### src/rtl/data_mem_arbiter.sv
// Round-robin arbiter sharing one data memory between the load/store unit (port 0)
// and the debug/DMA loader (port 1); one request in flight, fixed 3-cycle turnaround.
module data_mem_arbiter #(
   parameter int unsigned ADDR_W = 15,
   parameter int unsigned DEPTH  = 256,
   parameter int unsigned DATA_W = 32
) (
   input  logic              clk,
   input  logic              rst_n,
   input  logic              req0_valid,
   output logic              req0_ready,
   input  logic              req0_we,
   input  logic [ADDR_W-1:0] req0_addr,
   input  logic [DATA_W-1:0] req0_wdata,
   input  logic              req1_valid,
   output logic              req1_ready,
   input  logic              req1_we,
   input  logic [ADDR_W-1:0] req1_addr,
   input  logic [DATA_W-1:0] req1_wdata,
   output logic              resp0_valid,
   output logic [DATA_W-1:0] resp0_rdata,
   output logic              resp0_err,
   output logic              resp1_valid,
   output logic [DATA_W-1:0] resp1_rdata,
   output logic              resp1_err,
   output logic [ADDR_W-1:0] mem_data_address,
   output logic              mem_write_en,
   output logic [ADDR_W-1:0] mem_write_address,
   output logic [DATA_W-1:0] mem_write_data,
   input  logic [DATA_W-1:0] mem_read_data
);

   typedef enum logic [1:0] {IDLE, ACCESS, RESP} state_t;

   state_t            state;
   logic              last_grant;
   logic              lat_port;
   logic              lat_in_range;
   logic              grant0_c;
   logic              grant1_c;
   logic [ADDR_W-1:0] sel_addr_c;
   logic [DATA_W-1:0] sel_wdata_c;
   logic              sel_we_c;
   logic              sel_in_range_c;
   logic [DATA_W-1:0] cap_rdata_c;

   // Grant only in IDLE; under contention the port that did not win last time goes first.
   always_comb begin
      grant0_c = 1'b0;
      grant1_c = 1'b0;
      if (state == IDLE) begin
         if (req0_valid && (!req1_valid || last_grant)) grant0_c = 1'b1;
         else if (req1_valid)                           grant1_c = 1'b1;
      end
   end

   assign req0_ready     = grant0_c;
   assign req1_ready     = grant1_c;
   assign sel_addr_c     = grant1_c ? req1_addr  : req0_addr;
   assign sel_wdata_c    = grant1_c ? req1_wdata : req0_wdata;
   assign sel_we_c       = grant1_c ? req1_we    : req0_we;
   assign sel_in_range_c = 32'(sel_addr_c) < DEPTH;
   assign cap_rdata_c    = lat_in_range ? mem_read_data : DATA_W'(0);

   // Memory lines are loaded at the handshake so they are live for exactly the ACCESS cycle.
   always_ff @(posedge clk or negedge rst_n) begin
      if (!rst_n) begin
         state             <= IDLE;
         last_grant        <= 1'b1;
         lat_port          <= 1'b0;
         lat_in_range      <= 1'b0;
         mem_data_address  <= '0;
         mem_write_address <= '0;
         mem_write_en      <= 1'b0;
         mem_write_data    <= '0;
         resp0_valid       <= 1'b0;
         resp0_rdata       <= '0;
         resp0_err         <= 1'b0;
         resp1_valid       <= 1'b0;
         resp1_rdata       <= '0;
         resp1_err         <= 1'b0;
      end else begin
         mem_data_address  <= '0;
         mem_write_address <= '0;
         mem_write_en      <= 1'b0;
         mem_write_data    <= '0;
         resp0_valid       <= 1'b0;
         resp0_rdata       <= '0;
         resp0_err         <= 1'b0;
         resp1_valid       <= 1'b0;
         resp1_rdata       <= '0;
         resp1_err         <= 1'b0;
         case (state)
            IDLE: begin
               if (grant0_c || grant1_c) begin
                  lat_port          <= grant1_c;
                  last_grant        <= grant1_c;
                  lat_in_range      <= sel_in_range_c;
                  mem_data_address  <= sel_addr_c;
                  mem_write_address <= sel_addr_c;
                  mem_write_en      <= sel_we_c & sel_in_range_c;
                  mem_write_data    <= sel_wdata_c;
                  state             <= ACCESS;
               end
            end
            ACCESS: begin
               // Read data is sampled before the write edge, so stores return old contents.
               if (lat_port) begin
                  resp1_valid <= 1'b1;
                  resp1_rdata <= cap_rdata_c;
                  resp1_err   <= ~lat_in_range;
               end else begin
                  resp0_valid <= 1'b1;
                  resp0_rdata <= cap_rdata_c;
                  resp0_err   <= ~lat_in_range;
               end
               state <= RESP;
            end
            RESP:    state <= IDLE;
            default: state <= IDLE;
         endcase
      end
   end

endmodule

### config.mk
export PLATFORM = sky130hd
export DESIGN_NAME = data_mem_arbiter
export DESIGN_NICKNAME = d
export VERILOG_FILES = /design/src/rtl/data_mem_arbiter.sv
export SDC_FILE = /design/constraint.sdc
export NUM_CORES = 1
export LEC_CHECK = 0
export CORE_MARGIN = 2
export CORE_UTILIZATION = 34
export DETAILED_ROUTE_END_ITERATION = 6
export GPL_TIMING_DRIVEN = 0
export MAX_ROUTING_LAYER = met4
export PLACE_DENSITY = 0.89
export SLEW_MARGIN = 20
export SYNTH_ARGS = -nofsm -noshare
export SYNTH_HDL_FRONTEND = slang
export SYNTH_SLANG_ARGS = --single-unit
### constraint.sdc
create_clock -name clk -period 1.27 [get_ports clk]
set_input_delay 0.127 -clock clk [delete_from_list [all_inputs] [get_ports clk]]
set_output_delay 0.127 -clock clk [all_outputs]
set_load 0.02 [all_outputs]
==> flow_metrics.tcl <==
set metrics [dict create \
    hold_violations 0 \
    critical-path-slowest-cell "dfstp_2" \
    rsz0062_at_grt "true" \
    sw_frac_of_total_pct 34.5 \
    placed_area_sq_um 7580 \
    synth-async-reset-ratio_pct 100 \
    drc 0 \
    switchingPower_w 0.00697 \
    port_buffers 264 \
    synth_top_area_cell "dfrtp_1" \
    ctsRootBufferMaster "clkbuf_16" \
    final_nets 815 \
    avgSynthCellArea_sq_um 12.7 \
    grt-ovfl-total 0 \
    die_w_microns 119 \
    setup_viol 120 \
    min_path_type "in -> async" \
    wl_per_cell_microns 18.4 \
    tns_ns -23.08 \
    cp-startpoint "last_grant" \
    rrSetupSlack_ns -0.28 \
    timing.fmax_mhz 609 \
    relSlewSlack_pct 58.3 \
    endpoint "req0_ready" \
    crit_path_end_kind "output pin" \
    dpl_worst_slack_ns -0.907 \
    multi_input_area_sq_um 1630 \
    seqPwrFrac_pct 26.0 \
    cp_max_fo 3 \
    postRouteAntennaNets 0 \
    vias 4163 \
    reg2reg_depth 5 \
    start_util_pct 35.1 \
    cap_violations 0 \
    synth_edf_count 0 \
    diodes 0 \
    total_leakage_power_nw 4.48 \
    status "finished, violations left" \
    max_stage_delay_ns 0.57 \
    crit_type "reg -> out" \
    ir_drop_uv 1680 \
    num_io_pins 265 \
    cts.clk_slew.worst_paths_ns 0.06 \
    worst_slack_ns -0.373 \
    cts_buffers 17 \
    clock-sinks 121 \
    drt_first_pass_iters 4 \
    fillers 867 \
    maxSlewViolCount 0 \
    yosys.cell_types.count 32 \
    dieArea_sq_um 14100 \
    regArea_sq_um 3030 \
    antenna_found_initial 0 \
    gp_congestion 0.812 \
    worst_pin_slew_ns 0.620 \
    routed_wirelength_mm 16.0 \
    grt_pass1_wl_mm 23.9 \
    synth_top_area_share_pct 67.2 \
    cts_tree "yes" \
    fp.dieH_microns 119 \
    pwr_density_cell_nw_per_um2 2230 \
    clockBufferDepth 2 \
    synth_area_leaders "dfrtp_1 (67%), o221a_2 (9.1%), nor2_1 (5.7%)" \
    dpl.hpwl_mm 10.4 \
    synth_warnings 0 \
    synth_commonest_cells "dfrtp_1 (120), nor2_1 (68), o221a_2 (36)" \
    crit_top_cell "buf_6" \
    h-tree-depth 4 \
    syn2layout_area_growth_pct 103 \
    yosysSeqAreaShare_pct 67.8 \
    drt_iter0_markers 279 \
    syn-cell-area_sq_um 4470 \
    clkPwrFrac_pct 26.3 \
    p_comb_share_pct 47.7 \
    p_int_w 0.0132 \
    core_area_sq_um 12700 \
    path_cells "o21ai_4 > buf_6 > nor3_4 > buf_6" \
    worstPathRequired_ns 1.14 \
    layout-drive-gt1-share_pct 32.9 \
    period_minus_slack_ns 1.64 \
    worst_skew_pair.late_latency_ns 0.41 \
    grt_max_degree 74 \
    ys_ff_latch 121 \
    synth.most_common_cell "dfrtp_1" \
    crit_arrival_ns 1.52 \
    rr_endpoint "lat_in_range" \
    violations "setup timing" \
    synthesis.nets 485 \
    syn_inst 353 \
    grt_pass1_vias 4527 \
    crit_path_start_kind "register" \
    via_per_inst 4.80 \
    final_area_sq_um 9070 \
    skew_ns 0.00674 \
    synth_ff_type "dfrtp_1" \
    grt_usage_pct 23.0 \
    r2r-start "state[0]" \
    fp-row-count 41 \
    period_share_pct 129 \
]
## registers in the layout (all words and copies together), names as in the netlist, 2 cells and up
name	cells
resp1_rdata	32
mem_write_data	32
mem_write_address	15
resp0_rdata	32
state	2
## metrics by stage
stage | hold WS [ns] | total power, W | util (%) | std cells
5_1_grt | 0.271 | 0.0211 | 71.3 | 868
6_report | 0.226 | 0.0202 | 71.3 | 868
3_5_place_dp | 0.0987 | 0.0130 | 59.6 | 790
2_1_floorplan | -0.169 | 0.00955 | - | 353
4_1_cts | 0.236 | 0.0195 | 69.0 | 850
3_3_place_gp | 0.488 | 0.0128 | 59.4 | 789
## worst min-delay path by stage
stage / startpoint / to / slack (ns)
floorplan: rst_n / lat_in_range / -0.17
global placement: lat_port / lat_port / 0.49
detailed placement: rst_n / resp1_rdata[10] / 0.1
CTS: rst_n / resp1_rdata[10] / 0.24
global route: rst_n / resp1_rdata[11] / 0.27
finish: rst_n / resp1_rdata[11] / 0.23
## area by class of cell
| type | instances | share of cell area, % |
|---|---|---|
| Buffer | 34 | 3.88 |
| Clock buffer | 18 | 4.84 |
| Clock inverter | 14 | 2.41 |
| Inverter | 5 | 0.317 |
| Multi-Input combinational cell | 187 | 18.0 |
| Sequential cell | 121 | 33.4 |
| Tap cell | 172 | 2.37 |
| Timing Repair Buffer | 317 | 34.7 |
## placed cells by master (no fill, tap or decap), types with 4 or more instances in the layout
cell	instances
buf_16	8
o221a_4	34
nand3_1	8
clkbuf_2	5
bufinv_16	5
buf_2	15
dlygate4sd2_1	98
nor2_1	43
nand2_1	32
dfrtp_1	118
clkdlybuf4s50_1	130
buf_6	25
buf_8	10
o221a_1	4
a21oi_1	5
clkbuf_16	19
a21oi_2	4
clkdlybuf4s15_1	16
buf_12	5
o21ai_2	6
nor2_2	20
buf_4	36
nor2_4	5
## layer usage
metal,global-route usage [%],up-vias,share of wire (%)
met5,-,-,0
met4,9.45,0,2.5
met3,6.85,33,6.8
met2,41.9,214,56
met1,22.8,2043,35
li1,-,1873,-
## power by group through the flow
| stage | sequential, W | combinational (W) | clock, W |
|---|---|---|---|
| 2_1_floorplan | 0.00638 | 0.00317 | 0 |
| 3_3_place_gp | 0.00525 | 0.00757 | 0 |
| 3_5_place_dp | 0.00528 | 0.00774 | 0 |
| 4_1_cts | 0.00525 | 0.00883 | 0.00540 |
| 5_1_grt | 0.00535 | 0.0101 | 0.00560 |
| 6_report | 0.00525 | 0.00964 | 0.00532 |
## critical path: cells and delay by family (launching register included)
family | cells | cell delay [ns]
AO/OA/AOI/OAI | 1 | 0.07
buffers and inverters | 2 | 0.29
flip-flops | 1 | 0.57
AND/OR/NAND/NOR | 1 | 0.18
## cell families after synthesis
logic type / after synthesis / share of synthesized area [%]
buffers and inverters: 46 / 7.23
flip-flops: 121 / 67.8
AND/OR/NAND/NOR: 124 / 11.9
AO/OA/AOI/OAI: 62 / 13.0
## what timing repair did
item	in CTS	in global routing
setup endpoints to repair	247	135
hold buffers	1	0
cloned	8	2
pin swaps	26	7
setup buffers	21	23
gates resized for setup	292	61
endpoints found under the hold margin	47	0
Power figures use the tool's default switching activity.
